==> src/rtl/axil_pkg.sv <==
// Shared AXI4-Lite widths, response codes and FSM state encodings for the
// default/error slave.
package axil_pkg;

  localparam int AXI_ADDR_WIDTH = 32;
  localparam int AXI_DATA_WIDTH = 32;

  localparam logic [1:0] RESP_OKAY   = 2'b00;
  localparam logic [1:0] RESP_SLVERR = 2'b10;
  localparam logic [1:0] RESP_DECERR = 2'b11;

  typedef enum logic {
    R_IDLE,
    R_RESP
  } r_state_e;

  typedef enum logic [1:0] {
    W_IDLE,
    W_WAIT_W,
    W_WAIT_AW,
    W_RESP
  } w_state_e;

endpackage

==> src/rtl/axil_sat_counter.sv <==
// Up-counter with synchronous clear that sticks at all ones instead of
// wrapping.
module axil_sat_counter #(
  parameter int CNT_WIDTH = 16
) (
  input  logic                 clk,
  input  logic                 clr,
  input  logic                 inc,
  output logic [CNT_WIDTH-1:0] cnt
);

  logic [CNT_WIDTH-1:0] cnt_d, cnt_q;

  always_comb begin
    cnt_d = cnt_q;
    if (inc && (cnt_q != '1)) cnt_d = cnt_q + 1'b1;
  end

  always_ff @(posedge clk) begin
    if (clr) cnt_q <= '0;
    else     cnt_q <= cnt_d;
  end

  assign cnt = cnt_q;

endmodule

==> src/rtl/axil_default_slave.sv <==
// AXI4-Lite default slave: completes every access with RESP_CODE.
// Define AXIL_DEFAULT_SLAVE_ERR_LOG_EN to build the error counters/address log.
//
// state     | meaning
// R_IDLE    | arready high, waiting for a read address
// R_RESP    | R beat presented, held until rready
// W_IDLE    | awready and wready high
// W_WAIT_W  | address taken, waiting for write data
// W_WAIT_AW | data taken, waiting for write address
// W_RESP    | B beat presented, held until bready
module axil_default_slave
  import axil_pkg::*;
#(
  parameter int                    ADDR_WIDTH = AXI_ADDR_WIDTH,
  parameter int                    DATA_WIDTH = AXI_DATA_WIDTH,
  parameter logic [1:0]            RESP_CODE  = RESP_DECERR,
  parameter logic [DATA_WIDTH-1:0] RDATA_FILL = '1,
  parameter int                    CNT_WIDTH  = 16
) (
  input  logic                    aclk,
  input  logic                    areset,
  input  logic [ADDR_WIDTH-1:0]   s_axil_awaddr,
  input  logic                    s_axil_awvalid,
  output logic                    s_axil_awready,
  input  logic [DATA_WIDTH-1:0]   s_axil_wdata,
  input  logic [DATA_WIDTH/8-1:0] s_axil_wstrb,
  input  logic                    s_axil_wvalid,
  output logic                    s_axil_wready,
  output logic [1:0]              s_axil_bresp,
  output logic                    s_axil_bvalid,
  input  logic                    s_axil_bready,
  input  logic [ADDR_WIDTH-1:0]   s_axil_araddr,
  input  logic                    s_axil_arvalid,
  output logic                    s_axil_arready,
  output logic [DATA_WIDTH-1:0]   s_axil_rdata,
  output logic [1:0]              s_axil_rresp,
  output logic                    s_axil_rvalid,
  input  logic                    s_axil_rready,
  output logic [CNT_WIDTH-1:0]    err_wr_cnt,
  output logic [CNT_WIDTH-1:0]    err_rd_cnt,
  output logic [ADDR_WIDTH-1:0]   err_last_addr,
  output logic                    err_last_is_wr
);

  r_state_e              r_state_d, r_state_q;
  logic                  arready_d, arready_q;
  logic                  rvalid_d, rvalid_q;
  logic [DATA_WIDTH-1:0] rdata_d, rdata_q;
  logic [1:0]            rresp_d, rresp_q;
  logic                  ar_hs;

  assign ar_hs = s_axil_arvalid & arready_q;

  always_comb begin
    r_state_d = r_state_q;
    case (r_state_q)
      R_IDLE:  if (ar_hs) r_state_d = R_RESP;
      R_RESP:  if (s_axil_rready) r_state_d = R_IDLE;
      default: r_state_d = R_IDLE;
    endcase
    // Outputs are decoded from the next state so they are registered
    // alongside it and change on the same edge.
    arready_d = (r_state_d == R_IDLE);
    rvalid_d  = (r_state_d == R_RESP);
    rdata_d   = rvalid_d ? RDATA_FILL : '0;
    rresp_d   = rvalid_d ? RESP_CODE : RESP_OKAY;
  end

  always_ff @(posedge aclk) begin
    if (areset) begin
      r_state_q <= R_IDLE;
      arready_q <= 1'b0;
      rvalid_q  <= 1'b0;
      rdata_q   <= '0;
      rresp_q   <= RESP_OKAY;
    end else begin
      r_state_q <= r_state_d;
      arready_q <= arready_d;
      rvalid_q  <= rvalid_d;
      rdata_q   <= rdata_d;
      rresp_q   <= rresp_d;
    end
  end

  w_state_e   w_state_d, w_state_q;
  logic       awready_d, awready_q;
  logic       wready_d, wready_q;
  logic       bvalid_d, bvalid_q;
  logic [1:0] bresp_d, bresp_q;
  logic       aw_hs, w_hs;

  assign aw_hs = s_axil_awvalid & awready_q;
  assign w_hs  = s_axil_wvalid & wready_q;

  always_comb begin
    w_state_d = w_state_q;
    case (w_state_q)
      W_IDLE: begin
        if (aw_hs && w_hs) w_state_d = W_RESP;
        else if (aw_hs)    w_state_d = W_WAIT_W;
        else if (w_hs)     w_state_d = W_WAIT_AW;
      end
      W_WAIT_W:  if (w_hs) w_state_d = W_RESP;
      W_WAIT_AW: if (aw_hs) w_state_d = W_RESP;
      W_RESP:    if (s_axil_bready) w_state_d = W_IDLE;
      default:   w_state_d = W_IDLE;
    endcase
    awready_d = (w_state_d == W_IDLE) || (w_state_d == W_WAIT_AW);
    wready_d  = (w_state_d == W_IDLE) || (w_state_d == W_WAIT_W);
    bvalid_d  = (w_state_d == W_RESP);
    bresp_d   = bvalid_d ? RESP_CODE : RESP_OKAY;
  end

  always_ff @(posedge aclk) begin
    if (areset) begin
      w_state_q <= W_IDLE;
      awready_q <= 1'b0;
      wready_q  <= 1'b0;
      bvalid_q  <= 1'b0;
      bresp_q   <= RESP_OKAY;
    end else begin
      w_state_q <= w_state_d;
      awready_q <= awready_d;
      wready_q  <= wready_d;
      bvalid_q  <= bvalid_d;
      bresp_q   <= bresp_d;
    end
  end

  assign s_axil_awready = awready_q;
  assign s_axil_wready  = wready_q;
  assign s_axil_bvalid  = bvalid_q;
  assign s_axil_bresp   = bresp_q;
  assign s_axil_arready = arready_q;
  assign s_axil_rvalid  = rvalid_q;
  assign s_axil_rdata   = rdata_q;
  assign s_axil_rresp   = rresp_q;

`ifdef AXIL_DEFAULT_SLAVE_ERR_LOG_EN
  logic [ADDR_WIDTH-1:0] last_addr_d, last_addr_q;
  logic                  last_is_wr_d, last_is_wr_q;
  logic                  unused_wr_payload;

  assign unused_wr_payload = ^{s_axil_wdata, s_axil_wstrb};

  axil_sat_counter #(.CNT_WIDTH(CNT_WIDTH)) u_wr_cnt (
    .clk (aclk),
    .clr (areset),
    .inc (aw_hs),
    .cnt (err_wr_cnt)
  );

  axil_sat_counter #(.CNT_WIDTH(CNT_WIDTH)) u_rd_cnt (
    .clk (aclk),
    .clr (areset),
    .inc (ar_hs),
    .cnt (err_rd_cnt)
  );

  // Read is checked first so it wins a same-cycle capture.
  always_comb begin
    last_addr_d  = last_addr_q;
    last_is_wr_d = last_is_wr_q;
    if (ar_hs) begin
      last_addr_d  = s_axil_araddr;
      last_is_wr_d = 1'b0;
    end else if (aw_hs) begin
      last_addr_d  = s_axil_awaddr;
      last_is_wr_d = 1'b1;
    end
  end

  always_ff @(posedge aclk) begin
    if (areset) begin
      last_addr_q  <= '0;
      last_is_wr_q <= 1'b0;
    end else begin
      last_addr_q  <= last_addr_d;
      last_is_wr_q <= last_is_wr_d;
    end
  end

  assign err_last_addr  = last_addr_q;
  assign err_last_is_wr = last_is_wr_q;
`else
  logic unused_inputs;

  assign unused_inputs  = ^{s_axil_wdata, s_axil_wstrb, s_axil_awaddr, s_axil_araddr};
  assign err_wr_cnt     = '0;
  assign err_rd_cnt     = '0;
  assign err_last_addr  = '0;
  assign err_last_is_wr = 1'b0;
`endif

endmodule

==> config.mk <==
export PLATFORM = sky130hd
export DESIGN_NAME = axil_default_slave
export DESIGN_NICKNAME = d
export VERILOG_FILES = /design/src/rtl/axil_pkg.sv /design/src/rtl/axil_sat_counter.sv /design/src/rtl/axil_default_slave.sv
export SDC_FILE = /design/constraint.sdc
export NUM_CORES = 1
export LEC_CHECK = 0
export ABC_AREA = 1
export CAP_MARGIN = 20
export CORE_AREA = 2 2 83 85
export CTS_CLUSTER_DIAMETER = 150
export DETAILED_ROUTE_END_ITERATION = 6
export DIE_AREA = 0 0 85 87
export PLACE_DENSITY = 0.73
export SLEW_MARGIN = 40
export SYNTH_ARGS = -nofsm -noshare
export SYNTH_HDL_FRONTEND = slang
export SYNTH_SLANG_ARGS = --single-unit
==> constraint.sdc <==
create_clock -name aclk -period 1.23 [get_ports aclk]
set_input_delay 0.246 -clock aclk [delete_from_list [all_inputs] [get_ports aclk]]
set_output_delay 0.246 -clock aclk [all_outputs]
set_load 0.02 [all_outputs]
# Yosys cells after proc, flatten, opt, wreduce, memory -nomap -nowiden
# Cells that the tools add are included.
# totals
ff_bits	43
inputBits	107
out_inout_bits	106
elab_cells	38
# classes
n_eq_ne	6
muxes	13
bitwise	5
reduce_logical	5
# op_table
op	n
32-bit 2-to-1 mux	1
2-bit 2-to-1 mux	8
2-bit == test, second input constant	4
2-bit case mux with 4 select lines	1
2-bit by 1-bit == test with 1-bit output, second input constant	2
2-bit logical NOT	2
1-bit AND	3
1-bit logical OR	2
1-bit 2-to-1 mux	2
1-bit NOT	2
1-bit case mux with 2 select lines	1
1-bit logical AND	1

# Longest topological paths before layout
# depth
word_depth	7
depth_mapped	4

# Worst setup path before layout
# OpenSTA, ideal clock, no wires.
# synth_path
path_kind	reg-to-output
startpoint	reg s_axil_rdata[30] (netlist name)
endpoint	out s_axil_rdata[0]
arrival_time_ns	1.260
t_required_ns	0.984
setup_slack_ns	-0.276
path_stages_with_launch	2
path_buffers	1
path_cell_list	dfxtp_1 -> buf_4
# synth_lines
item	line_no	rtl
to (decl)	axil_default_slave.sv:35	output logic [DATA_WIDTH-1:0] s_axil_rdata,

==> impl_metrics.ini <==
[clocking]
cts_buffers = 3
h-tree-depth = 1
root_buffer = clkbuf_8
cts.clk_slew.worst_paths_ns = 0.04
clock_latency_ns = 0.22
postCtsSetupRepairBufs = 0
cts.sinks = 7
cts_tree = done
clock_path_buffers = 2

[synth]
ys_ff_latch = 7
synth_edf_count = 0
synth_area_um2 = 1010
ys_seq_area_share_pct = 13.9
synth.area.top_cells = buf_4, dfxtp_1, nand2_1
synth.top_cell.area_share_pct = 75.3
synth_warnings = 0
syn_avg_cell_area_um2 = 7.63
ys.flop_type = dfxtp_1
synth_area_leader_cell = buf_4
synth_most_common_cell = buf_4
synthTopCellsByCount = buf_4, nand2_1, dfxtp_1
ys_types = 9
synthArstFlopShare_pct = 0
postSynthCellCount = 132

[finish]
nNetsFinal = 256
drive_gt1_share_pct = 29.7
finalNonFillerCells = 228
post-route-util_pct = 14.5
diodes = 0
area_growth_pct = -5.59

[timing]
setup_viol_count_final = 0
drv_slew = 0
skew_ns = 0.00548
layout_min_cycle_time_ns = 1.15
fmax_mhz = 869
hold_violations = 0
rsz0062_at_grt = false
timing.final.crit_share_pct = 93.5

[global_routing]
first_global_vias = 328
grt_use_total_pct = 2.41
grt_use_met2_pct = 4.55
grt_max_degree = 38
grt_use_met1_pct = 2.04
gr-usage-met3_pct = 1.23
grt_pass1_wl_um = 1440
antenna_found_initial = 0
top_usage_layer = met2
grt-ovfl-total = 0

[power_and_ir_drop]
p_sw_uw = 492
cellPowerDensity_nw_per_um2 = 1130
p_leak_uw = 0.000614
seqPwrFrac_pct = 24.0
pwr-share-comb_pct = 46.5
ir_drop_uv = 429
clkPwrFrac_pct = 29.4
swShare_pct = 45.7
internal-power_uw = 584

[place]
port_buffers = 47
place_inst = 224
dpl.hpwl_um = 1040
routabilityCongestion = 0.621

[die]
ios = 213
die_x_um = 85
num_rows = 30
core-area_um2 = 6570
initial_utilization_pct = 15.3
die_y_um = 87
dieArea_um2 = 7400

[drt]
drt-total-wl_um = 1250
ant_nets = 0
drt-wirelength-per-cell_um = 5.49
dr_total_vias = 565
drc = 0
firstDrtPassIters = 2
routed_via_density = 2.48
drt-initial-drc-count = 8

[setup_path]
crit_type = reg2out
crit_arrival_ns = 0.90
required_ns = 0.98
crit_family = buffers and inverters
max_stage_delay_ns = 0.35
cp_max_fo = 3
cp-end-kind = output port
cp-start-kind = flop
worst-r2r-setup-slack_ns = 0.43
critPathSlowestCell = dlygate4sd2_1
path_buf_inv = 1
crit_path_cell_trace = dlygate4sd2_1

[outcome]
status = finished clean

[worst_hold_path]
hp-class = reg2reg

[flow_run]
cap_violations = 0
-- cell usage in the layout, fill, tap and decap left out, drive strengths merged --
master / synthesis / final
conb: 1 / 65
buf: 101 / 37
nand2: 9 / 9
dfxtp: 7 / 7
inv: 6 / 6
clkdlybuf4s50: 0 / 6
dlygate4sd2: 0 / 6
clkbuf: 0 / 4
a21oi: 3 / 3
nor2: 3 / 3
nand3: 2 / 2
-- worst paths after layout --
check             depth (start not counted)              from                to
setup / recovery                          1   s_axil_bresp[0]     s_axil_bvalid
hold / removal                            2      w_state_q[0]     s_axil_wready
setup reg to reg                          5  s_axil_rdata[30]  s_axil_rdata[30]
hold reg to reg                           2      w_state_q[0]     s_axil_wready
-- flip-flops by register name (all words and copies together) (netlist names) --
register        flops
s_axil_awready      1
s_axil_wready       1
w_state_q           2
s_axil_bresp        1
s_axil_arready      1
s_axil_rdata        1
-- per-layer routing --
metal | part of all wire [%] | vias to the layer above | routed length (um)
met3 | 26 | 0 | 326
met4 | 0 | 0 | 0
met1 | 28 | 234 | 350
met5 | 0 | - | 0
met2 | 46 | 70 | 574
li1 | - | 261 | -
-- cells by family (layout without fill, tap and decap cells) --
family / Yosys count / after routing / share of synthesized area (%)
compound gates: 3 / 3 / 1.49
simple gates: 14 / 14 / 6.71
other cells: 1 / 65 / 0.372
buf+inv: 107 / 59 / 77.5
flops: 7 / 7 / 13.9
-- timing repair --
item,in CTS,in global routing
endpoints found under the setup margin,41,0
gates resized for setup,146,0
hold buffers,0,0
-- area by class of cell --
class                   count  area [um^2]
repair buffers             49          315
inverters                   6         22.5
clock buffers               4         45.0
flip-flops and latches      7          141
fillers                   742         5620
well taps                  80          100
multi-input cells          82          327
-- through the flow --
stage	setup slack (ns)	total power (uW)	instance area, um^2	TNS (ns)	hold WS (ns)
floorplan	0.0798	901	1250	0	0.310
global placement	-0.126	855	1090	-4.26	0.511
detailed placement	-0.144	861	1090	-4.80	0.524
CTS	0.0543	1080	951	0	0.530
global route	0.0179	1130	951	0	0.553
finish	0.0796	1080	951	0	0.520
-- power by group through the flow --
stage / logic, uW / registers, uW / clock network, uW
final: 501 / 259 / 317
after global routing: 531 / 261 / 340
after CTS: 502 / 259 / 324
after detailed placement: 598 / 263 / 0
after global placement: 593 / 262 / 0
after floorplan: 605 / 296 / 0
Note: power is estimated with default switching activity, not from simulation.
==> edit, RTL diff (same settings) <==
The parameter `CNT_WIDTH` goes from 16 to 20.
--- a/src/rtl/axil_default_slave.sv
+++ b/src/rtl/axil_default_slave.sv
@@ -16,5 +16,5 @@
   parameter logic [1:0]            RESP_CODE  = RESP_DECERR,
   parameter logic [DATA_WIDTH-1:0] RDATA_FILL = '1,
-  parameter int                    CNT_WIDTH  = 16
+  parameter int                    CNT_WIDTH  = 20
 ) (
   input  logic                    aclk,
Ports: changed (resized err_rd_cnt and err_wr_cnt); port bits go from 213 to 221. No check against the original RTL was run, so the function may have changed too.
==> edit against the original RTL <==
  * Setup slack better by 8.8 ps
  * Die area stayed put
  * Wire length up 11%
  * Count of clock-buffer cells in the layout is the same
  * Area after synthesis grew 6.0%
  * Maximum frequency rose by 0.77%
  * Power increased by 2.3%
  * Hold slack gained 9.5 ps
  * Sequential cell count is the same
  * Global-route usage is 0.39 points higher
  * Utilization up 0.32 points
  * Design area is 2.2% higher
  * Critical path depth did not move
==> edit: results <==
[power]
cellLeakagePower_nw = 0.6341
ir_drop_mv = 0.4735

[yosys]
ys_top_cells_by_area = buf_4, dfxtp_1, nand2_1
synth_cell_types = 9
seq_area_frac_synth = 0.1313
synth_top_cells_by_count = buf_4, nand2_1, dfxtp_1, inv_1, a21oi_1
synth_ff_type = dfxtp_1
syn_inst = 140

[clocking]
clock_path_buffers = 2
numCtsBuffers = 3
postCtsSetupBuffers = 0

[route]
wl_per_cell_um = 5.902
routed-via-count = 584
drt_iter0_drc = 1
routed_wl_um = 1387

[layout]
multiInputGateArea_um2 = 356.6
nFillCells = 744
layout.nets = 263
diodes = 0
largest-register = w_state_q
largest_reg_flops = 2
final_layout_size_suffix_gt1_frac = 0.2839

[critical_path]
crit_family = buffers and inverters
crit_slowest_cell = dlygate4sd2_1

[placement]
place_area_um2 = 1109
dp_hpwl_um = 1112
place_congestion = 0.6904
dp.cells = 231

[global_routing]
track_usage = 0.02804
grt_pass1_wl_um = 1573
grt_antenna_before_repair = 0
grt_pass1_vias = 329

[run_status]
outcome = complete, no violations

[min_path]
min_path_type = reg2reg

[timing]
fin_worst_skew_ps = 0.1826
-- edit: cell count changes after synthesis --
cell,before,now
buf_4,101,109
-- edit: area by class of cell --
class / count / share of cell area
timing repair buffer: 48 / 0.3153
multi-input combinational: 90 / 0.3668
clock buffer: 4 / 0.04633
tap: 80 / 0.1030
inverter: 6 / 0.02317
sequential: 7 / 0.1454
-- edit: logic make-up (layout without fill, tap and decap cells) --
kind of cell    after synthesis  after routing  share of synthesized area
flops                         7              7                     0.1313
buf+inv                     115             58                     0.7878
compound gates                3              3                    0.01406
simple gates                 14             14                    0.06331
other cells                   1             73                   0.003514
-- edit: worst paths after layout --
kind	start	endpoint	slack, ps	depth (start not counted)
min	w_state_q[0]	s_axil_wready	530	2
max reg2reg	s_axil_rdata[30]	s_axil_rdata[30]	430	5
min reg2reg	w_state_q[0]	s_axil_wready	530	2
max	s_axil_bresp[0]	s_axil_bvalid	90	1
-- edit: repair_timing --
action,CTS,global route
hold buffers,0,0
gates resized for setup,145,0
endpoints found under the setup margin,40,0
-- edit: power breakdown --
| group | total, mW | internal, mW | switching (mW) |
|---|---|---|---|
| logic | 0.522 | 0.112 | 0.410 |
| clock network | 0.320 | 0.224 | 0.0965 |
| registers | 0.259 | 0.248 | 0.0108 |
-- edit: per-layer routing --
| metal | vias to the layer above | global-route usage | part of all wire |
|---|---|---|---|
| met2 | 76 | 0.03409 | 0.37 |
| met5 | - | 0 | 0 |
| met4 | 0 | 0.02165 | 0.012 |
| met3 | 4 | 0.03318 | 0.36 |
| met1 | 237 | 0.02493 | 0.26 |
| li1 | 267 | - | - |
-- edit: through the flow --
step	hold slack, ps	setup slack [ps]
3_5_place_dp	523.6	-142.9
5_1_grt	548.7	32.24
6_report	529.6	88.40
2_1_floorplan	310.2	79.81
3_3_place_gp	516.4	-124.4
4_1_cts	531.0	71.68
